--- src/rtl/mmio_defs.sv ---
`default_nettype none
// ============================================================================
// Package     : mmio_defs
// Description : Shared memory-mapped I/O definitions: word addresses of the
//               CPU-visible peripherals, PS/2 status bit positions and the
//               PS/2 receiver state encoding.
// Revision    : 1.0  initial release
// ============================================================================
package mmio_defs;

    // Word addresses on the data-memory port
    localparam logic [31:0] c_addr_sw         = 32'd4096;
    localparam logic [31:0] c_addr_led        = 32'd4097;
    localparam logic [31:0] c_addr_ps2_data   = 32'd4098;
    localparam logic [31:0] c_addr_ps2_status = 32'd4099;

    // PS/2 status word layout
    localparam int c_st_not_empty = 0;
    localparam int c_st_ovf       = 1;
    localparam int c_st_perr      = 2;
    localparam int c_st_ferr      = 3;
    localparam int c_st_count_lo  = 4;
    localparam int c_st_count_hi  = 7;

    // PS/2 frame receiver states
    typedef enum logic [1:0] {
        ST_IDLE   = 2'd0,
        ST_DATA   = 2'd1,
        ST_PARITY = 2'd2,
        ST_STOP   = 2'd3
    } ps2_state_t;

endpackage : mmio_defs
`default_nettype wire

--- src/rtl/sync_fifo.sv ---
`default_nettype none
// ============================================================================
// Module      : sync_fifo
// Description : Single-clock FIFO with occupancy count. A push and a pop in
//               the same cycle both take effect, so a full FIFO can accept a
//               byte while one leaves and an empty FIFO keeps the new byte.
// Revision    : 1.0  initial release
// ============================================================================
module sync_fifo #(
    parameter int W     = 8,
    parameter int DEPTH = 8
) (
    input  logic                       clk,
    input  logic                       rst_n,
    input  logic                       i_push,
    input  logic                       i_pop,
    input  logic [W-1:0]               i_din,
    output logic [W-1:0]               o_dout,
    output logic                       o_full,
    output logic                       o_empty,
    output logic [$clog2(DEPTH):0]     o_count
);

    localparam int              AW      = $clog2(DEPTH);
    localparam logic [AW:0]     c_depth = (AW+1)'(DEPTH);
    localparam logic [AW:0]     c_one   = (AW+1)'(1);

    logic [W-1:0]  r_mem [DEPTH];
    logic [AW-1:0] r_wr_ptr;
    logic [AW-1:0] r_rd_ptr;
    logic [AW:0]   r_count;
    logic          w_do_push;
    logic          w_do_pop;

    // A pop frees the slot the simultaneous push needs, so full only blocks a lone push
    always_comb begin
        o_full    = (r_count == c_depth);
        o_empty   = (r_count == '0);
        w_do_pop  = i_pop & ~o_empty;
        w_do_push = i_push & (~o_full | i_pop);
        o_dout    = r_mem[r_rd_ptr];
        o_count   = r_count;
    end

    // Storage array; contents need no reset because count gates visibility
    always_ff @(posedge clk) begin
        if (w_do_push) begin
            r_mem[r_wr_ptr] <= i_din;
        end
    end

    // Pointers wrap naturally because DEPTH is a power of two
    always_ff @(posedge clk) begin
        if (!rst_n) begin
            r_wr_ptr <= '0;
            r_rd_ptr <= '0;
            r_count  <= '0;
        end else begin
            if (w_do_push) begin
                r_wr_ptr <= r_wr_ptr + AW'(1);
            end
            if (w_do_pop) begin
                r_rd_ptr <= r_rd_ptr + AW'(1);
            end
            case ({w_do_push, w_do_pop})
                2'b10:   r_count <= r_count + c_one;
                2'b01:   r_count <= r_count - c_one;
                default: r_count <= r_count;
            endcase
        end
    end

endmodule : sync_fifo
`default_nettype wire

--- src/rtl/ps2_mmio_rx.sv ---
`default_nettype none
// ============================================================================
// Module      : ps2_mmio_rx
// Description : Memory-mapped PS/2 keyboard receiver. Synchronises the PS/2
//               pads, deserialises 11-bit device frames, queues good scan
//               codes in a FIFO and exposes data/status words to the CPU.
// Revision    : 1.0  initial release
// ============================================================================
module ps2_mmio_rx
    import mmio_defs::*;
#(
    parameter int          FIFO_DEPTH  = 8,
    parameter logic [31:0] ADDR_DATA   = c_addr_ps2_data,
    parameter logic [31:0] ADDR_STATUS = c_addr_ps2_status,
    parameter int          TIMEOUT_CYC = 50000
) (
    input  logic        clock,
    input  logic        reset,
    input  logic        ps2_clk_in,
    input  logic        ps2_data_in,
    input  logic [31:0] mem_addr,
    input  logic        mem_wren,
    output logic        hit,
    output logic [31:0] rd_data
);

    localparam int          CW        = $clog2(FIFO_DEPTH) + 1;
    localparam int          TW        = $clog2(TIMEOUT_CYC + 1);
    localparam logic [TW-1:0] c_tlimit = TW'(TIMEOUT_CYC - 1);

    // Pad conditioning
    logic          r_clk_s1, r_clk_s2, r_clk_d;
    logic          r_dat_s1, r_dat_s2;
    logic          w_fall;

    // Frame receiver
    ps2_state_t    r_state, w_state_nxt;
    logic [2:0]    r_bitcnt;
    logic [7:0]    r_shreg;
    logic          r_parity;
    logic [TW-1:0] r_tcnt;
    logic          w_timeout;
    logic          w_push;
    logic          w_perr_set;
    logic          w_ferr_set;

    // FIFO and CPU interface
    logic [7:0]    w_head;
    logic          w_full;
    logic          w_empty;
    logic [CW-1:0] w_count;
    logic          w_hit_data;
    logic          w_hit_status;
    logic          w_pop_req;
    logic          w_clr_req;
    logic          w_ovf_set;
    logic [31:0]   w_status;
    logic          r_ovf, r_perr, r_ferr;

    // Two-stage synchronisers plus one history flop on the clock path; bus idles high
    always_ff @(posedge clock) begin
        if (!reset) begin
            r_clk_s1 <= 1'b1;
            r_clk_s2 <= 1'b1;
            r_clk_d  <= 1'b1;
            r_dat_s1 <= 1'b1;
            r_dat_s2 <= 1'b1;
        end else begin
            r_clk_s1 <= ps2_clk_in;
            r_clk_s2 <= r_clk_s1;
            r_clk_d  <= r_clk_s2;
            r_dat_s1 <= ps2_data_in;
            r_dat_s2 <= r_dat_s1;
        end
    end

    assign w_fall = r_clk_d & ~r_clk_s2;

    // Receiver state register
    always_ff @(posedge clock) begin
        if (!reset) begin
            r_state <= ST_IDLE;
        end else begin
            r_state <= w_state_nxt;
        end
    end

    // Next state, stop-bit verdict and timeout abort; a real edge beats the timeout
    always_comb begin
        w_state_nxt = r_state;
        w_push      = 1'b0;
        w_perr_set  = 1'b0;
        w_ferr_set  = 1'b0;
        w_timeout   = (r_state != ST_IDLE) && !w_fall && (r_tcnt == c_tlimit);
        if (w_fall) begin
            case (r_state)
                ST_IDLE: begin
                    if (!r_dat_s2) begin
                        w_state_nxt = ST_DATA;
                    end
                end
                ST_DATA: begin
                    if (r_bitcnt == 3'd7) begin
                        w_state_nxt = ST_PARITY;
                    end
                end
                ST_PARITY: begin
                    w_state_nxt = ST_STOP;
                end
                ST_STOP: begin
                    w_state_nxt = ST_IDLE;
                    if (!r_dat_s2) begin
                        w_ferr_set = 1'b1;
                    end else if (!(^{r_shreg, r_parity})) begin
                        w_perr_set = 1'b1;
                    end else begin
                        w_push = 1'b1;
                    end
                end
                default: w_state_nxt = ST_IDLE;
            endcase
        end else if (w_timeout) begin
            w_state_nxt = ST_IDLE;
        end
    end

    // Bit counter, LSB-first shift register, parity capture and inactivity counter
    always_ff @(posedge clock) begin
        if (!reset) begin
            r_bitcnt <= 3'd0;
            r_shreg  <= 8'd0;
            r_parity <= 1'b0;
            r_tcnt   <= '0;
        end else begin
            if (w_fall && r_state == ST_IDLE) begin
                r_bitcnt <= 3'd0;
            end else if (w_fall && r_state == ST_DATA) begin
                r_bitcnt <= r_bitcnt + 3'd1;
                r_shreg  <= {r_dat_s2, r_shreg[7:1]};
            end else if (w_fall && r_state == ST_PARITY) begin
                r_parity <= r_dat_s2;
            end
            if (w_fall || r_state == ST_IDLE) begin
                r_tcnt <= '0;
            end else begin
                r_tcnt <= r_tcnt + TW'(1);
            end
        end
    end

    sync_fifo #(
        .W     (8),
        .DEPTH (FIFO_DEPTH)
    ) u_fifo (
        .clk     (clock),
        .rst_n   (reset),
        .i_push  (w_push),
        .i_pop   (w_pop_req),
        .i_din   (r_shreg),
        .o_dout  (w_head),
        .o_full  (w_full),
        .o_empty (w_empty),
        .o_count (w_count)
    );

    assign w_hit_data   = (mem_addr == ADDR_DATA);
    assign w_hit_status = (mem_addr == ADDR_STATUS);
    assign w_pop_req    = mem_wren & w_hit_data;
    assign w_clr_req    = mem_wren & w_hit_status;
    assign w_ovf_set    = w_push & w_full & ~w_pop_req;

    // Sticky error flags: a set in the same cycle as a CPU clear wins
    always_ff @(posedge clock) begin
        if (!reset) begin
            r_ovf  <= 1'b0;
            r_perr <= 1'b0;
            r_ferr <= 1'b0;
        end else begin
            if (w_ovf_set)       r_ovf <= 1'b1;
            else if (w_clr_req)  r_ovf <= 1'b0;
            if (w_perr_set)      r_perr <= 1'b1;
            else if (w_clr_req)  r_perr <= 1'b0;
            if (w_ferr_set)      r_ferr <= 1'b1;
            else if (w_clr_req)  r_ferr <= 1'b0;
        end
    end

    // Read mux: data word, status word, or zero when the address is not ours
    always_comb begin
        w_status = 32'd0;
        w_status[c_st_not_empty]              = ~w_empty;
        w_status[c_st_ovf]                    = r_ovf;
        w_status[c_st_perr]                   = r_perr;
        w_status[c_st_ferr]                   = r_ferr;
        w_status[c_st_count_hi:c_st_count_lo] = 4'(w_count);
        hit     = w_hit_data | w_hit_status;
        rd_data = 32'd0;
        if (w_hit_data) begin
            rd_data = {23'd0, ~w_empty, w_head};
        end else if (w_hit_status) begin
            rd_data = w_status;
        end
    end

endmodule : ps2_mmio_rx
`default_nettype wire
--- config.mk ---
export PLATFORM = sky130hd
export DESIGN_NAME = ps2_mmio_rx
export DESIGN_NICKNAME = d
export VERILOG_FILES = /design/src/rtl/mmio_defs.sv /design/src/rtl/sync_fifo.sv /design/src/rtl/ps2_mmio_rx.sv
export SDC_FILE = /design/constraint.sdc
export NUM_CORES = 1
export LEC_CHECK = 0
export ABC_CLOCK_PERIOD_IN_PS = 3300
export CAP_MARGIN = 30
export CORE_MARGIN = 4
export CORE_UTILIZATION = 35
export DETAILED_ROUTE_END_ITERATION = 16
export GPL_ROUTABILITY_DRIVEN = 0
export PLACE_DENSITY = 0.65
export SLEW_MARGIN = 20
export SYNTH_ARGS = -nofsm -noshare
export SYNTH_HDL_FRONTEND = slang
export SYNTH_SLANG_ARGS = --single-unit
export TNS_END_PERCENT = 30
--- constraint.sdc ---
create_clock -name clock -period 3.3 [get_ports clock]
set_clock_uncertainty 0.05 [all_clocks]
set_input_delay 0.495 -clock clock [delete_from_list [all_inputs] [get_ports clock]]
set_output_delay 0.495 -clock clock [all_outputs]
set_load 0.02 [all_outputs]
==> reports/results.ini, run 1 <==
[outcome]
run_status = complete, no violations

[synthesis]
ys_top_cells_by_area = edfxtp_1, dfxtp_1, mux4_2, nor2_1, buf_4
async_flop_share_pct = 0
synth_edf_count = 64
synth_top_area_share_pct = 37.4
syn_inst = 426
synthDistinctLibCells = 43
syn_area_mm2 = 0.00513
yosys.area.top_type = edfxtp_1
ys_ff_latch = 115
yosysWarnings = 0
synth.avg_cell_area_um2 = 12.1
synth_flop_cell = edfxtp_1
yosysSeqAreaShare_pct = 57.3

[worst_setup_path]
arrival_ns = 2.55
cp-start-kind = flip-flop
path_buf_inv = 2
crit_type = flip-flop to primary output
required_ns = 2.75
crit_path_end_kind = primary output
r2r-end = u_fifo.o_count[2]
reg2reg_from = r_shreg[0]
worstSetupEndpoint = rd_data[0]
cp_max_fo = 16
worst-path-stages = 6
cp_common_cell = a211oi_1
cpPeakStageDelay_ns = 0.57
cpMaxStageDelayCell = clkdlybuf4s50_1
reg2reg_depth = 11
r2r_slack_ns = 0.37
crit_family = buffers and inverters
cp_cell_sequence = buf_6, mux4_2, nor2b_1, a211oi_1, a211oi_1, clkdlybuf4s50_1

[sta]
layout_min_cycle_time_ns = 3.10
tightest_slew_ns = 0.615
finalMaxSlewViolations = 0
rsz0062_at_grt = false
slew_headroom_pct = 58.6
final_hold_viol_count = 0
setup_viol = 0
fmax_mhz = 323
finalSetupTns_ns = 0
period_share_pct = 93.9

[power_and_ir_drop]
leakage_nw = 2.28
total_power_mw = 3.51
ir_drop_uv = 378
power_density_mw_per_mm2 = 546

[placement]
io_buffers = 46
placed_cell_area_mm2 = 0.00580
dp_hpwl_mm = 7.22

[die]
row_count = 43
dieArea_mm2 = 0.0167
fp.dieW_um = 129
io_pins = 70
core_area_mm2 = 0.0141
start_util_pct = 36.4
die_y_um = 129

[finish]
final_area_mm2 = 0.00644
layout.nets = 541
synthToLayoutAreaGrowth_pct = 25.4
diodes = 0
drive_gt1_share_pct = 14.9

[clocking]
htree_num_levels = 4
cts_tree = built
clock_sinks = 115
cts_max_path_buffers = 2
post_cts_buffers = 0
cts_buffers = 17
clk_pin_slew_ns = 0.05
root_buffer = clkbuf_16
clk_latency_ns = 0.41

[global_route]
grt_pass1_wl_mm = 16.5
grt_antenna_before_repair = 0
grt_pass1_vias = 3461
grt_usage_pct = 12.9
grt_max_degree = 25
grt-ovfl-total = 0

[routing]
via_per_inst = 4.80
drc_errors = 0
vias = 3285
first_pass_iters = 4
wire_per_inst_um = 14.5
finalWirelength_mm = 9.92
drt_iter0_markers = 170
antenna_violating_nets_post_route = 0

[worst_hold_path]
hold_class = flip-flop to flip-flop

[run]
drv_cap = 0

[repair_timing]
action                                  CTS  global route
endpoints found under the hold margin     0             0
resized for setup                         0             1
endpoints found under the setup margin    0             4
hold buffers                              0             0
[layer usage]
| layer | up-vias | global-route usage (%) | share of wire, % |
|---|---|---|---|
| met5 | - | 0 | 0 |
| met4 | 0 | 7.23 | 2.5 |
| met3 | 22 | 3.22 | 3.8 |
| met2 | 64 | 22.2 | 52 |
| met1 | 1580 | 14.6 | 42 |
| li1 | 1619 | - | - |
[per-stage QoR]
| step | hold slack, ns | std cells | utilization (%) | setup slack (ns) |
|---|---|---|---|---|
| 2_1_floorplan | 0.336 | 448 | - | 0.435 |
| 3_3_place_gp | 0.347 | 653 | 41.2 | 0.231 |
| 3_5_place_dp | 0.352 | 653 | 41.2 | 0.141 |
| 4_1_cts | 0.359 | 685 | 45.6 | 0.0636 |
| 5_1_grt | 0.390 | 685 | 45.7 | 0.0455 |
| 6_report | 0.357 | 685 | 45.7 | 0.203 |
[registers in the layout, indices dropped and copies added (netlist names), named ones only]
| name | count |
|---|---|
| u_fifo.r_mem | 64 |
| r_tcnt | 16 |
| r_shreg | 8 |
| u_fifo.o_count | 4 |
| r_bitcnt | 3 |
| u_fifo.r_rd_ptr | 3 |
| u_fifo.r_wr_ptr | 3 |
| r_state | 2 |
| r_clk_d | 1 |
| r_clk_s1 | 1 |
| r_clk_s2 | 1 |
| r_dat_s1 | 1 |
| r_dat_s2 | 1 |
| r_ferr | 1 |
| r_ovf | 1 |
| r_parity | 1 |
| r_perr | 1 |
[cells in the mapped netlist (3+ instances only)]
cell type and number:
edfxtp_1 64, dfxtp_1 51, nor2_1 47, nand2_1 34, a21oi_1 23, buf_4 23, mux4_2 16, mux2i_1 14
xor2_1 14, clkbuf_1 13, ha_1 12, nand2b_1 10, inv_1 9, nand3_1 9, nor4_1 9, o21ai_0 9
nor3_1 8, xnor2_1 8, nand4_1 5, nor4b_1 5, nor2b_1 4, or3_1 4, a211oi_1 3, buf_1 3
buf_2 3
[logic make-up after synthesis]
kind of cell | synth area share [%]
and+or+nand+nor | 14.7
adders and majority gates | 2.92
DFF | 57.3
other | 0.0730
muxes | 10.2
AOI/OAI and AO/OA | 4.31
buffers and inverters | 5.78
xor gates and xnor gates | 4.66
[power breakdown]
| group | internal (mW) | switching, mW | leakage [nW] |
|---|---|---|---|
| logic | 0.0453 | 0.0462 | 0.973 |
| registers | 1.50 | 0.00149 | 1.00 |
| clock network | 1.27 | 0.653 | 0.300 |
| total | 2.81 | 0.700 | 2.28 |
[cells in the final DEF, fill, tap and decap left out, types with 8 or more instances in the layout]
cell,count
a21oi_1,23
buf_4,21
clkbuf_16,17
clkdlybuf4s50_1,46
conb_1,23
dfxtp_1,51
edfxtp_1,64
ha_1,12
inv_1,9
mux2i_1,14
mux4_2,16
nand2_1,34
nand2b_1,10
nand3_1,9
nor2_1,47
nor3_1,8
nor4_1,9
o21ai_0,9
xnor2_1,8
xor2_1,14
[worst min path at each step]
stage,startpoint,slack (ns),cells past startpoint,to
finish,r_clk_s1,0.36,1,r_clk_s2
global route,r_clk_s1,0.39,1,r_clk_s2
CTS,r_clk_s1,0.36,1,r_clk_s2
detailed placement,r_clk_s1,0.35,1,r_clk_s2
global placement,r_dat_s1,0.35,1,r_dat_s2
floorplan,r_clk_s1,0.34,1,r_clk_s2
[final cells by class]
type	instances	area [µm²]
well taps	180	225
multi-input cells	281	1980
fillers	1270	7660
clock buffers	17	425
clock inverters	15	204
inverters	9	33.8
flip-flops and latches	115	2940
repair buffers	68	629
(Power assumes the default switching activity.)
==> run 2: changes to the inputs <==
- ABC_CLOCK_PERIOD_IN_PS: 3300 -> 2600
- PLACE_DENSITY: 0.65 -> 0.67
- clock period: 3.3 -> 2.6 ns (I/O delays scaled with it)
==> run 2 against run 1 <==
The flow now finishes with violations (negative setup slack). Sequential power up 27%. Final cell count up 2.3%. Utilization up 0.94 points. Worst hold slack better by 0.0081 ns. Clock power up 15%. First-iteration DRC count down 18%. Sequential share of layout area down 0.83 points. Flip-flop and latch count unchanged. Total power up 20%.
==> reports/results.ini, run 2 (synthesized netlist as in run 1, its figures left out) <==
[routing]
wire_per_inst_um = 14.9
drt_iter0_markers = 139
finalWirelength_mm = 10.4
vias = 3374
antenna_violating_nets_post_route = 0
via_per_inst = 4.81
drc_errors = 0
first_pass_iters = 4

[clocking]
clk_pin_slew_ns = 0.05
cts_buffers = 17
htree_num_levels = 4
hold_buffers = 0
root_buffer = clkbuf_16
clk_latency_ns = 0.40
cts_tree = built
clock_sinks = 115
cts_max_path_buffers = 2

[die]
die_y_um = 129
io_pins = 70
fp.dieW_um = 129
row_count = 43
start_util_pct = 36.4
core_area_mm2 = 0.0141
dieArea_mm2 = 0.0167

[sta]
period_share_pct = 102
setup_viol = 1
layout_min_cycle_time_ns = 2.66
rsz0062_at_grt = true
fmax_mhz = 376
slew_headroom_pct = 56.4
final_hold_viol_count = 0
finalMaxSlewViolations = 0
hold-worst-slack_ns = 0.365
fin_ws_ns = -0.0604
tightest_slew_ns = 0.651

[worst_setup_path]
cp_cell_sequence = xor2_1, xnor3_2, mux2i_4, nand2b_4, ha_2, xor2_1, ha_2, a21oi_2, xor2_1, or3_1, a21oi_2
cp-start-kind = flip-flop
required_ns = 2.89
arrival_ns = 2.95
crit_path_end_kind = flip-flop
cp_common_cell = xor2_1
crit_type = flip-flop to flip-flop
cp_max_fo = 2
cpPeakStageDelay_ns = 0.48
cpMaxStageDelayCell = xnor3_2

[power_and_ir_drop]
p_int_mw = 3.37
power_frac_comb_pct = 2.8
power_frac_seq_pct = 45.1
p_sw_share_pct = 20.3
leakage_nw = 2.36
clkPwrFrac_pct = 52.0
switchingPower_mw = 0.857
power_density_mw_per_mm2 = 643
ir_drop_uv = 371

[finish]
synthToLayoutAreaGrowth_pct = 28.0
drive_gt1_share_pct = 22.1
multi_input_area_mm2 = 0.00206
fill_cells = 1243
mostFrequentLayoutCells = edfxtp_1, dfxtp_1, nor2_1, clkdlybuf4s50_1, buf_4
largestRegisters = u_fifo.r_mem: 64 flops, r_tcnt: 16 flops, r_shreg: 8 flops
final_area_mm2 = 0.00657
diodes = 0
layout.nets = 557
regArea_mm2 = 0.00295
top_register = u_fifo.r_mem
layout_commonest_cell = edfxtp_1
largest_register_ffs = 64

[run]
drv_cap = 0

[global_route]
grt_pass1_wl_mm = 16.8
grt_antenna_before_repair = 0
grt_max_degree = 25
grt_usage_pct = 13.0
grt_pass1_vias = 3475
grt-ovfl-total = 0

[placement]
post-place-ws_ns = -0.468
placed_cell_area_mm2 = 0.00591
dp_hpwl_mm = 7.48
io_buffers = 46

[worst_hold_path]
hold_class = flip-flop to flip-flop

[outcome]
violations = negative setup slack
run_status = finished, violations left

run 2: cell count changes in the layout (fill, tap and decap cells not counted), moves of 3 or more:
| cell | change |
|---|---|
| buf_4 | +15 |
| clkdlybuf4s50_1 | -10 |
| buf_2 | +7 |
| clkinv_2 | +3 |
| dfxtp_1 | -3 |
| ha_1 | -3 |
| inv_6 | -3 |
| mux2i_1 | -3 |
run 2: power by group through the flow:
stage,Clock [mW],Combinational [mW],Sequential (mW)
finish,2.20,0.120,1.90
global route,2.34,0.129,1.90
CTS,2.24,0.118,1.91
detailed placement,0,0.117,1.94
global placement,0,0.116,1.94
floorplan,0,0.0785,1.94
run 2: worst paths after layout:
| check | startpoint | end | slack [ns] | depth (start not counted) |
|---|---|---|---|---|
| worst min register to register | r_clk_s1 | r_clk_s2 | 0.36 | 1 |
| worst max register to register | r_shreg[7] | u_fifo.o_count[2] | -0.06 | 11 |
| worst max-delay path | r_shreg[7] | u_fifo.o_count[2] | -0.06 | 11 |
| worst min-delay path | r_clk_s1 | r_clk_s2 | 0.36 | 1 |
run 2: routing by layer:
layer / part of all wire (%) / track usage (%) / wire length (µm)
met5: 0 / 0 / 0
met1: 43 / 15.4 / 4530
met4: 1.4 / 4.88 / 141
met3: 3.3 / 3.46 / 341
met2: 52 / 22.6 / 5410
run 2: cell type report:
type,count,area share [%]
Tap cell,180,3.43
Clock inverter,13,2.08
Clock buffer,19,6.59
Sequential cell,115,44.9
Multi-Input combinational cell,281,31.4
Inverter,9,0.514
Timing Repair Buffer,84,11.1
run 2: stage by stage:
step           total power [mW]  cells  setup TNS [ns]  utilization [%]
2_1_floorplan              2.02    448           -8.07                -
3_3_place_gp               2.06    666          -10.01             42.0
3_5_place_dp               2.06    666           -7.07             42.0
4_1_cts                    4.26    700          -0.674             46.6
5_1_grt                    4.37    701          -0.191             46.6
6_report                   4.22    701         -0.0604             46.6
run 2: repair_timing:
action / in CTS / in global routing
gates cloned: 1 / 0
pin swaps: 3 / 5
resized for setup: 36 / 22
buffers inserted: 1 / 1
setup endpoints to repair: 12 / 11
run 2: worst max-delay path: cells and delay by family (launching register included):
kind	cells	cell delay, ns
fa+ha+maj	2	0.38
compound gates	2	0.16
xor+xnor	4	0.93
mux	1	0.23
simple gates	2	0.49
flops	1	0.33
==> run 3: changes to the inputs <==
- TNS_END_PERCENT: 30 -> 100
==> run 3 against run 2 <==
The flow still finishes with violations (negative setup slack). Fmax grew 1.8%. Total power up 2.4%. Worst hold slack got worse by 0.0063 ns. Clock power is 5% higher. First-iteration DRC count rose by 50%. Die area is the same. Sequential share of layout area down 0.63 points. Non-clock buffer count grew 4. Flip-flop and latch count did not move. Setup slack better by 0.046 ns. Critical endpoint unchanged. Largest power group unchanged.
==> reports/results.ini, run 3 (synthesized netlist as in run 1, its figures left out) <==
[finish]
final_area_mm2 = 0.00668
finalNonFillerCells = 705
mostFrequentLayoutCells = edfxtp_1, nor2_1, dfxtp_1, buf_4, clkdlybuf4s50_1
fill_cells = 1218
top_register = u_fifo.r_mem
layout_commonest_cell = edfxtp_1
drive_gt1_share_pct = 25.0
synthToLayoutAreaGrowth_pct = 30.2
layout.nets = 561
largest_register_ffs = 64
largestRegisters = u_fifo.r_mem: 64 flops, r_tcnt: 16 flops, r_shreg: 8 flops
diodes = 0

[clocking]
htree_num_levels = 4
cts_tree = built
clock_sinks = 115
cts_buffers = 17
cts_max_path_buffers = 2
root_buffer = clkbuf_16
clk_pin_slew_ns = 0.06
clk_latency_ns = 0.41

[global_route]
grt-ovfl-total = 0
grt_pass1_wl_mm = 16.4
grt_max_degree = 25
grt_pass1_vias = 3471
grt_usage_pct = 12.6
grt_antenna_before_repair = 0

[worst_setup_path]
crit_path_start = r_parity
cp_max_fo = 3
cp_common_cell = a21oi_2
crit_path_end_kind = flip-flop
reg2reg_depth = 11
path_buf_inv = 0
crit_family = XOR/XNOR gates
r2r-end = u_fifo.o_count[2]
worstSetupEndpoint = u_fifo.o_count[2]
cpPeakStageDelay_ns = 0.48
cp_cell_sequence = xnor2_1, xnor3_2, mux2i_4, nand2b_4, ha_4, xor2_2, ha_2, a21oi_2, xor2_1, or3_1, a21oi_2
crit_type = flip-flop to flip-flop
worst-path-stages = 11
cpMaxStageDelayCell = xnor3_2
required_ns = 2.90
reg2reg_from = r_parity
r2r_slack_ns = -0.01
cp-start-kind = flip-flop
arrival_ns = 2.92

[die]
io_pins = 70
start_util_pct = 36.4
dieArea_mm2 = 0.0167
row_count = 43
fp.dieW_um = 129
core_area_mm2 = 0.0141
die_y_um = 129

[sta]
final_hold_viol_count = 0
layout_min_cycle_time_ns = 2.61
finalSetupTns_ns = -0.0141
fmax_mhz = 383
rsz0062_at_grt = true
period_share_pct = 101
finalMaxSlewViolations = 0
hold-worst-slack_ns = 0.359
slew_headroom_pct = 59.7
fin_ws_ns = -0.0141
tightest_slew_ns = 0.603
setup_viol = 1

[power_and_ir_drop]
total_power_mw = 4.33
power_density_mw_per_mm2 = 647
leakage_nw = 2.41
ir_drop_uv = 493

[routing]
first_pass_iters = 5
drc_errors = 0
finalWirelength_mm = 10.2
antenna_violating_nets_post_route = 0
wire_per_inst_um = 14.4
vias = 3398
via_per_inst = 4.82
drt_iter0_markers = 209

[placement]
io_buffers = 46
placed_cell_area_mm2 = 0.00598
dp_hpwl_mm = 7.15
dp.cells = 670

[outcome]
violations = negative setup slack
run_status = finished, violations left

[run]
drv_cap = 0

[worst_hold_path]
hold_class = flip-flop to flip-flop

## run 3: cell count changes in the layout (fill, tap and decap cells not counted), sizes merged
cell	delta
buf	+5
clkinvlp	-3
inv	+7
clkinv	-2
clkbuf	-3
## run 3: where the power goes
| group | switching, mW | leakage, nW | internal, mW | total, mW |
|---|---|---|---|---|
| combinational | 0.0592 | 1.11 | 0.0596 | 0.119 |
| sequential | 0.00192 | 1.01 | 1.90 | 1.90 |
| clock | 0.869 | 0.293 | 1.44 | 2.30 |
## run 3: routing by layer
| metal | share of wire (%) | vias up | track usage [%] |
|---|---|---|---|
| met3 | 5.5 | 13 | 3.46 |
| met2 | 50 | 81 | 21.6 |
| met4 | 1.0 | 0 | 4.26 |
| met5 | 0 | - | 0 |
| li1 | - | 1657 | - |
| met1 | 43 | 1647 | 15.2 |
## run 3: repair_timing
| action | 4_1_cts | 5_1_grt |
|---|---|---|
| hold endpoints to repair | 0 | 0 |
| buffers inserted | 0 | 2 |
| cloned | 1 | 0 |
| pin swaps | 4 | 5 |
| setup endpoints to repair | 12 | 33 |
| gates resized for setup | 47 | 16 |
| hold buffers | 0 | 0 |
## run 3: worst reg2reg max path, stage by stage, from the launching register on
cell and delay [ns]:
dfxtp_2 0.32, xnor2_1 0.15, xnor3_2 0.48, mux2i_4 0.23
nand2b_4 0.17, ha_4 0.17, xor2_2 0.14, ha_2 0.19
a21oi_2 0.12, xor2_1 0.10, or3_1 0.34, a21oi_2 0.12
## run 3: worst min-delay path by stage
stage | end | slack (ns) | cells past startpoint | startpoint
2_1_floorplan | r_clk_s2 | 0.34 | 1 | r_clk_s1
3_3_place_gp | r_dat_s2 | 0.35 | 1 | r_dat_s1
3_5_place_dp | r_clk_s2 | 0.35 | 1 | r_clk_s1
4_1_cts | r_dat_s2 | 0.36 | 1 | r_dat_s1
5_1_grt | r_dat_s2 | 0.38 | 1 | r_dat_s1
6_report | r_dat_s2 | 0.36 | 1 | r_dat_s1
## run 3: final cells by class
cell class | instances | area (µm²) | share of cell area [%]
clock buffer | 17 | 425 | 6.37
tap | 180 | 225 | 3.37
clock inverter | 15 | 168 | 2.51
timing repair buffer | 88 | 797 | 11.9
sequential | 115 | 2960 | 44.3
multi-input combinational | 281 | 2080 | 31.1
inverter | 9 | 33.8 | 0.506
## run 3: through the flow
stage | setup slack [ns] | util, %
5_1_grt | -0.0967 | 47.4
3_5_place_dp | -0.361 | 42.4
6_report | -0.0141 | 47.4
4_1_cts | -0.0295 | 46.9
2_1_floorplan | -0.152 | -
3_3_place_gp | -0.307 | 42.4
